[src/rtl/bubble_seq_pkg.sv]
// Shared state encoding and default geometry for the bubble access sequencer.
package bubble_seq_pkg;

   typedef enum logic [2:0] {
      IDLE,
      SETUP,
      SEEK,
      READ,
      STOP,
      DONE
   } seq_state_t;

   localparam int DEF_POS_W          = 12;
   localparam int DEF_LOOP_LENGTH    = 2053;
   localparam int DEF_BOOT_LENGTH    = 2053;
   localparam int DEF_READ_POSITIONS = 584;
   localparam int DEF_SETUP_CYCLES   = 16;
   localparam int DEF_STOP_TIMEOUT   = 1023;

endpackage

[src/rtl/bubble_position_counter.sv]
// Rising-edge detector on position_change feeding a position counter that
// wraps from LENGTH-1 back to 0. Only counts while count_en is high.
module bubble_position_counter #(
   parameter int POS_W  = 12,
   parameter int LENGTH = 2053
) (
   input  logic             master_clock,
   input  logic             reset,
   input  logic             position_change,
   input  logic             count_en,
   output logic             tick,
   output logic [POS_W-1:0] position
);

   localparam logic [POS_W-1:0] LAST = POS_W'(LENGTH - 1);

   logic change_d;

   // Previous position_change level, for rising-edge detection.
   always_ff @(posedge master_clock) begin
      if (reset) change_d <= 1'b0;
      else       change_d <= position_change;
   end

   assign tick = position_change & ~change_d;

   // Advance the position once per detected edge, wrapping at the loop end.
   always_ff @(posedge master_clock) begin
      if (reset) begin
         position <= '0;
      end else if (tick && count_en) begin
         position <= (position == LAST) ? '0 : position + 1'b1;
      end
   end

endmodule

[src/rtl/bubble_access_sequencer.sv]
// Page-access sequencer for the bubble timing generator: seek to the target
// position, replicate for a fixed number of positions, stop the coils and
// report completion (with an error flag on abort, bad target or timeout).
module bubble_access_sequencer
   import bubble_seq_pkg::*;
#(
   parameter int POS_W          = DEF_POS_W,
   parameter int LOOP_LENGTH    = DEF_LOOP_LENGTH,
   parameter int BOOT_LENGTH    = DEF_BOOT_LENGTH,
   parameter int READ_POSITIONS = DEF_READ_POSITIONS,
   parameter int SETUP_CYCLES   = DEF_SETUP_CYCLES,
   parameter int STOP_TIMEOUT   = DEF_STOP_TIMEOUT
) (
   input  logic             master_clock,
   input  logic             reset,
   input  logic             bubble_module_enable,
   input  logic             req_valid,
   output logic             req_ready,
   input  logic [POS_W-1:0] req_page,
   input  logic             req_bootloop,
   input  logic             position_change,
   input  logic             coil_enable,
   output logic             bubble_shift_enable,
   output logic             replicator_enable,
   output logic             bootloop_enable,
   output logic [POS_W-1:0] user_position,
   output logic [POS_W-1:0] boot_position,
   output logic             busy,
   output logic             done,
   output logic             error
);

   localparam int SETUP_W = $clog2(SETUP_CYCLES + 1);
   localparam int STOP_W  = $clog2(STOP_TIMEOUT + 1);

   localparam logic [SETUP_W-1:0] SETUP_LAST = SETUP_W'(SETUP_CYCLES - 1);
   localparam logic [STOP_W-1:0]  STOP_LAST  = STOP_W'(STOP_TIMEOUT - 1);
   localparam logic [POS_W-1:0]   READ_TOTAL = POS_W'(READ_POSITIONS);
   localparam logic [POS_W:0]     LOOP_LIMIT = (POS_W + 1)'(LOOP_LENGTH);
   localparam logic [POS_W:0]     BOOT_LIMIT = (POS_W + 1)'(BOOT_LENGTH);

   seq_state_t         state, state_next;
   logic [POS_W-1:0]   target, target_next;
   logic               boot_sel, boot_next;
   logic               err_flag, err_next;
   logic [SETUP_W-1:0] setup_cnt, setup_next;
   logic [POS_W-1:0]   read_cnt, read_next, read_sum;
   logic [STOP_W-1:0]  stop_cnt, stop_next;

   logic               user_tick, boot_tick, pos_tick;
   logic [POS_W-1:0]   sel_pos;
   logic               bad_target;

   bubble_position_counter #(
      .POS_W  (POS_W),
      .LENGTH (LOOP_LENGTH)
   ) user_counter (
      .master_clock    (master_clock),
      .reset           (reset),
      .position_change (position_change),
      .count_en        (~bootloop_enable),
      .tick            (user_tick),
      .position        (user_position)
   );

   bubble_position_counter #(
      .POS_W  (POS_W),
      .LENGTH (BOOT_LENGTH)
   ) boot_counter (
      .master_clock    (master_clock),
      .reset           (reset),
      .position_change (position_change),
      .count_en        (bootloop_enable),
      .tick            (boot_tick),
      .position        (boot_position)
   );

   // Both detectors see the same input, so either edge is the position tick.
   assign pos_tick   = user_tick | boot_tick;
   assign sel_pos    = boot_sel ? boot_position : user_position;
   assign bad_target = boot_sel ? ({1'b0, target} >= BOOT_LIMIT)
                                : ({1'b0, target} >= LOOP_LIMIT);
   assign read_sum   = read_cnt + {{(POS_W - 1){1'b0}}, pos_tick};

   assign req_ready           = (state == IDLE) && !bubble_module_enable;
   assign busy                = (state != IDLE);
   assign done                = (state == DONE);
   assign error               = (state == DONE) && err_flag;
   // A bad target passes through SEEK for one cycle; keep the coils off then.
   assign bubble_shift_enable = !(((state == SEEK) && !bad_target) || (state == READ));
   assign replicator_enable   = (state != READ);
   assign bootloop_enable     = boot_sel && ((state == SETUP) || (state == SEEK) ||
                                             (state == READ)  || (state == STOP));

   // State register plus request latch and per-phase counters.
   always_ff @(posedge master_clock) begin
      if (reset) begin
         state     <= IDLE;
         boot_sel  <= 1'b0;
         err_flag  <= 1'b0;
         setup_cnt <= '0;
         read_cnt  <= '0;
         stop_cnt  <= '0;
      end else begin
         state     <= state_next;
         boot_sel  <= boot_next;
         err_flag  <= err_next;
         setup_cnt <= setup_next;
         read_cnt  <= read_next;
         stop_cnt  <= stop_next;
      end
      target <= target_next;
   end

   // Next-state logic; phase counters idle at zero outside their own state.
   always_comb begin
      state_next  = state;
      target_next = target;
      boot_next   = boot_sel;
      err_next    = err_flag;
      setup_next  = '0;
      read_next   = '0;
      stop_next   = '0;
      case (state)
         IDLE: begin
            if (req_valid && req_ready) begin
               target_next = req_page;
               boot_next   = req_bootloop;
               err_next    = 1'b0;
               state_next  = SETUP;
            end
         end
         SETUP: begin
            if (bubble_module_enable) begin
               err_next   = 1'b1;
               state_next = STOP;
            end else if (setup_cnt == SETUP_LAST) begin
               state_next = SEEK;
            end else begin
               setup_next = setup_cnt + 1'b1;
            end
         end
         SEEK: begin
            if (bubble_module_enable) begin
               err_next   = 1'b1;
               state_next = STOP;
            end else if (bad_target) begin
               err_next   = 1'b1;
               state_next = DONE;
            end else if (sel_pos == target) begin
               // A tick landing on the transition cycle belongs to READ.
               read_next  = {{(POS_W - 1){1'b0}}, pos_tick};
               state_next = READ;
            end
         end
         READ: begin
            if (bubble_module_enable) begin
               err_next   = 1'b1;
               state_next = STOP;
            end else if (read_sum == READ_TOTAL) begin
               state_next = STOP;
            end else begin
               read_next = read_sum;
            end
         end
         STOP: begin
            if (coil_enable) begin
               state_next = DONE;
            end else if (stop_cnt == STOP_LAST) begin
               err_next   = 1'b1;
               state_next = DONE;
            end else begin
               stop_next = stop_cnt + 1'b1;
            end
         end
         DONE: begin
            boot_next  = 1'b0;
            state_next = IDLE;
         end
         default: state_next = IDLE;
      endcase
   end

endmodule

[config.mk]
export PLATFORM = sky130hd
export DESIGN_NAME = bubble_access_sequencer
export DESIGN_NICKNAME = d
export VERILOG_FILES = /design/src/rtl/bubble_seq_pkg.sv /design/src/rtl/bubble_position_counter.sv /design/src/rtl/bubble_access_sequencer.sv
export SDC_FILE = /design/constraint.sdc
export NUM_CORES = 1
export LEC_CHECK = 0
export CAP_MARGIN = 10
export CORE_ASPECT_RATIO = 1.5
export CORE_MARGIN = 2
export CORE_UTILIZATION = 35
export CTS_BUF_LIST = sky130_fd_sc_hd__clkbuf_4 sky130_fd_sc_hd__clkbuf_8
export DETAILED_ROUTE_END_ITERATION = 10
export SLEW_MARGIN = 20
export SYNTH_ARGS = -nofsm -noshare
export SYNTH_HDL_FRONTEND = slang
export SYNTH_SLANG_ARGS = --single-unit
[constraint.sdc]
create_clock -name master_clock -period 3.3 [get_ports master_clock]
set_clock_uncertainty 0.05 [all_clocks]
set_input_delay 0.495 -clock master_clock [delete_from_list [all_inputs] [get_ports master_clock]]
set_output_delay 0.495 -clock master_clock [all_outputs]
set_load 0.1 [all_outputs]
==> flow_summary.ini, run 1 <==
[finish]
final-seq-area_um2 = 1500
layout_common_cells = nor2_1, dfxtp_1, xnor2_1
nNetsFinal = 467
final_common_cell = nor2_1
antenna_cells = 0
postLayoutCoreUtil_pct = 42.6
layout-drive-gt1-share_pct = 14.2
multi_input_area_um2 = 1890
area_growth_pct = 20.4
fill_cells = 1023

[logic_synthesis]
netlist_area_um2 = 3550
yosysUniqueCellTypes = 54
synth.area.top_cells = dfxtp_1, edfxtp_1, xnor2_1
synth_nets = 421
synth_warnings = 0
synth_top_flop_cell = dfxtp_1
synth_edf_count = 12
synthArstFlopShare_pct = 0
synth_top_cell_by_area = dfxtp_1
synth_top_area_share_pct = 32.2
ys_seq_area_share_pct = 42.3
synth.avg_cell_area_um2 = 9.05
synth_seq_cells = 69
synthCells = 392

[worst_setup_path]
reg2regPathDepth = 9
path_max_fanout = 9
crit_top_cell = ha_1
crit_type = input port to register
cp_num_cells = 10
end_kind = register
cp.arrival_ps = 3110
cpLargestDelayFamily = simple AND/OR/NAND/NOR gates
crit_buf_inv = 2
cp-start-kind = input port
crit_slowest_cell = or4_4
critPathRequiredTime_ps = 3480
max_stage_delay_ps = 530
worstSetupStartpoint = position_change
r2r_start = boot_counter.change_d$_SDFF_PP0_
path_cells = clkdlybuf4s50_1 > nand2b_1 > inv_1 > ha_1 > ha_1 > nand3_2 > or4_4 > a311oi_2 > or2_1 > o22ai_1

[global_routing]
grtUsageTotal_pct = 16.5
grt_pass1_wl_um = 14200
grt_max_degree = 20
grt_pass1_vias = 2940
grt_overflow = 0
antenna_found_initial = 0

[routing]
wl_um = 8440
via_per_inst = 5.23
drt-wirelength-per-cell_um = 15.1
detailedRoute.firstPassIterationCount = 6
drc = 0
num_vias = 2929
postRouteAntennaNets = 0
drt-initial-drc-count = 144

[clock_tree]
h-tree-depth = 3
cts.repair_timing.setup_buffer_count = 0
cts_buffer_depth = 2
root_buffer = clkbuf_8
postCtsHoldBufs = 0
cts_resized = 0
cts_tree = yes
cts_sinks = 69
clk_latency_ps = 350
clk_pin_slew_ps = 70
cts_buffers = 9

[timing]
period_needed_ps = 2930
finalSetupTns_ps = 0
drv_slew = 0
period_share_pct = 88.8
fmax_mhz = 341
worst_pin_slew_ps = 731
max-slew-margin-rel_pct = 51.2
setup_viol = 0
rsz0062_at_grt = no
hold_viol = 0

[floorplan]
num_rows = 45
die_h_um = 127
dieArea_um2 = 11000
chipWidth_um = 86.2
ios = 50
core_um2 = 10000
start_util_pct = 35.4

[run_status]
status = finished, final reports clean

[power]
irDropWorstVdd_v = 0.000320
p_leak_nw = 1.48
pwr_density_cell_nw_per_um2 = 458

[flow_run]
drv_cap = 0

[min_path]
whs_path_depth = 1
hp-start = setup_cnt[0]$_SDFF_PP0_
hold_class = register to register

[placed_design]
gp_congestion = 0.911
port_buffers = 49
dp_hpwl_um = 6440
-- final cells by class --
cell class / count / area share, %
clock buffer: 12 / 3.57
clock inverter: 4 / 1.70
inverter: 22 / 1.93
multi-input combinational: 286 / 44.4
sequential: 69 / 35.2
tap: 117 / 3.43
timing repair buffer: 50 / 9.84
-- metrics by stage --
stage,cells,cell area [µm²],worst slack [ps],hold slack (ps),power (mW)
after detailed placement,544,4050,44.3,389,1.20
after global routing,560,4270,169,431,2.03
final,560,4270,370,412,1.96
after global placement,544,4050,123,384,1.20
after floorplan,392,3560,190,368,1.13
after CTS,560,4270,378,407,1.98
-- cell families after synthesis --
| group | after synthesis | share of synthesized area, % |
|---|---|---|
| xor+xnor | 49 | 12.1 |
| buf+inv | 37 | 4.66 |
| simple gates | 170 | 24.8 |
| flops | 69 | 42.3 |
| compound gates | 44 | 8.89 |
| mux | 13 | 3.67 |
| fa+ha+maj | 10 | 3.53 |
-- synthesized netlist by cell type (3+ instances only) --
cell / instances
ha_1: 10
dfxtp_1: 57
nor2b_1: 5
a21oi_1: 11
nand3_1: 16
nor4_1: 12
nand4_1: 12
nand2_1: 20
or4_1: 4
mux2i_1: 13
nor3_1: 7
xnor2_1: 37
o31ai_1: 3
or3_1: 5
o21ai_0: 12
buf_2: 3
nor2_1: 61
clkbuf_1: 9
edfxtp_1: 12
xor2_1: 12
inv_1: 22
and3_1: 7
buf_6: 3
and2_1: 5
-- final timing paths --
check        slack, ps                      end
max                370   read_cnt[0]$_SDFF_PP0_
min                410  setup_cnt[0]$_SDFF_PP0_
max reg2reg        630   read_cnt[0]$_SDFF_PP0_
min reg2reg        410  setup_cnt[0]$_SDFF_PP0_
-- power by group --
part	switching (mW)	leakage, nW	internal, mW
clock	0.314	0.113	0.462
sequential	0.0457	0.572	0.884
combinational	0.158	0.800	0.0932
total	0.518	1.48	1.44
-- flip-flops by register name (all words and copies together) (netlist names) --
| name | count |
|---|---|
| read_cnt | 12 |
| boot_counter.position | 12 |
| target | 12 |
| boot_sel | 1 |
| boot_counter.change_d | 1 |
| state | 3 |
| setup_cnt | 5 |
| stop_cnt | 10 |
| err_flag | 1 |
| user_counter.position | 12 |
-- per-layer routing --
metal  vias to the layer above  share of wire [%]  GRT usage (%)
met5                         -                  0              0
met4                         0                2.6           9.47
met3                        16                2.3           2.33
met2                        46                 54           28.9
met1                      1412                 41           18.8
li1                       1455                  -              -
Note: power is estimated with default switching activity, not from simulation.
==> inputs of run 2 (changes only) <==
Settings changed: PLACE_DENSITY from default to 0.67.
==> flow_summary.ini, run 2 (synthesized netlist as in run 1, its figures left out) <==
[worst_setup_path]
crit_slowest_cell = clkdlybuf4s50_1
timing.reg2reg.setup_slack_ps = 650
end_kind = register
critPathRequiredTime_ps = 3490
crit_top_cell = ha_1
r2r-end = read_cnt[0]$_SDFF_PP0_
max_stage_delay_ps = 480
cp-start-kind = input port
crit_type = input port to register
path_cells = clkdlybuf4s50_1 > nand2b_1 > inv_1 > ha_1 > ha_1 > nand4b_1 > or4_1 > o311a_1 > a311oi_2 > or2_1 > o22ai_1
cpLargestDelayFamily = simple AND/OR/NAND/NOR gates
crit_buf_inv = 2
reg2regPathDepth = 10
cp_num_cells = 11
cp.arrival_ps = 3090
r2r_start = boot_counter.change_d$_SDFF_PP0_
path_max_fanout = 9

[clock_tree]
cts.repair_timing.setup_buffer_count = 0
cts_sinks = 69
cts_resized = 0
clk_latency_ps = 360
root_buffer = clkbuf_8
h-tree-depth = 3
cts_buffer_depth = 2
postCtsHoldBufs = 0
clk_pin_slew_ps = 70
cts_tree = yes
cts_buffers = 9

[finish]
final-seq-area_um2 = 1500
postLayoutCoreUtil_pct = 42.7
nNetsFinal = 468
finalNonFillerCells = 561
layout-drive-gt1-share_pct = 14.4
multi_input_area_um2 = 1890
final_common_cell = nor2_1
antenna_cells = 0
layout_common_cells = nor2_1, dfxtp_1, xnor2_1
area_growth_pct = 20.7
fill_cells = 980
finalInstanceArea_um2 = 4280

[timing]
period_needed_ps = 2900
max-slew-margin-rel_pct = 51.6
hold_viol = 0
fmax_mhz = 345
fin_ws_ps = 401
holdWs_ps = 410
finalSetupTns_ps = 0
rsz0062_at_grt = no
worst_pin_slew_ps = 725
period_share_pct = 87.8
drv_slew = 0
setup_viol = 0

[power]
switching_share_pct = 26.6
clockPowerShare_pct = 40.1
p_int_mw = 1.45
pwr_density_cell_nw_per_um2 = 461
power.total_mw = 1.97
switching_power_mw = 0.525
seqPwrFrac_pct = 47.0
irDropWorstVdd_v = 0.000263
p_leak_nw = 1.50
pwr-share-comb_pct = 12.8

[routing]
detailedRoute.firstPassIterationCount = 4
drt-initial-drc-count = 194
num_vias = 2895
drt-wirelength-per-cell_um = 14.7
drc = 0
postRouteAntennaNets = 0
wl_um = 8230
via_per_inst = 5.16

[floorplan]
start_util_pct = 35.4
chipWidth_um = 86.2
core_um2 = 10000
ios = 50
dieArea_um2 = 11000
die_h_um = 127
num_rows = 45

[placed_design]
dp_slack_ps = 72.7
dpl-instance-area_um2 = 4050
dp_hpwl_um = 6190
port_buffers = 49
gp_congestion = 0.828
place_inst = 545

[global_routing]
grt_pass1_wl_um = 13600
grtUsageTotal_pct = 15.9
grt_max_degree = 20
grt_pass1_vias = 2854
grt_overflow = 0
antenna_found_initial = 0

[min_path]
whs_path_depth = 1
hold_class = register to register
whs_endpoint = setup_cnt[0]$_SDFF_PP0_
hp-start = setup_cnt[0]$_SDFF_PP0_

[run_status]
status = finished, final reports clean

[flow_run]
drv_cap = 0
-- run 2: cell types whose count changed in the layout (fill, tap and decap cells not counted) --
cell	previous run	this run
clkbuf_8	10	11
clkinv_2	1	2
buf_4	32	33
clkbuf_4	2	1
clkinvlp_4	1	0
-- run 2: power by group through the flow --
stage / clock (mW) / combinational [mW] / sequential, mW
floorplan: 0 / 0.198 / 0.936
global placement: 0 / 0.251 / 0.946
global route: 0.841 / 0.271 / 0.933
finish: 0.792 / 0.253 / 0.929
CTS: 0.810 / 0.255 / 0.928
detailed placement: 0 / 0.254 / 0.947
-- run 2: layer usage --
layer	share of wire, %	wire length (µm)	GRT usage [%]	up-vias
li1	-	-	-	1457
met1	42	3490	17.8	1348
met2	49	4060	26.1	64
met3	3.9	317	4.20	26
met4	4.3	353	10.4	0
met5	0	0	0	-
-- run 2: how the worst max path moves through the flow --
stage                           from                                    end  slack (ps)
2_1_floorplan  state[0]$_SDFFE_PP0P_  boot_counter.position[2]$_SDFFE_PP0P_         190
3_3_place_gp         position_change                 read_cnt[0]$_SDFF_PP0_         170
3_5_place_dp         position_change                 read_cnt[0]$_SDFF_PP0_          70
4_1_cts              position_change                 read_cnt[0]$_SDFF_PP0_         450
5_1_grt              position_change                 read_cnt[0]$_SDFF_PP0_         240
6_report             position_change                 read_cnt[0]$_SDFF_PP0_         400
-- run 2: final cells by class --
type	instances	share of cell area (%)
clock buffers	12	3.71
flip-flops and latches	69	35.1
inverters	22	1.93
well taps	117	3.42
multi-input cells	286	44.2
repair buffers	51	9.99
clock inverters	4	1.64
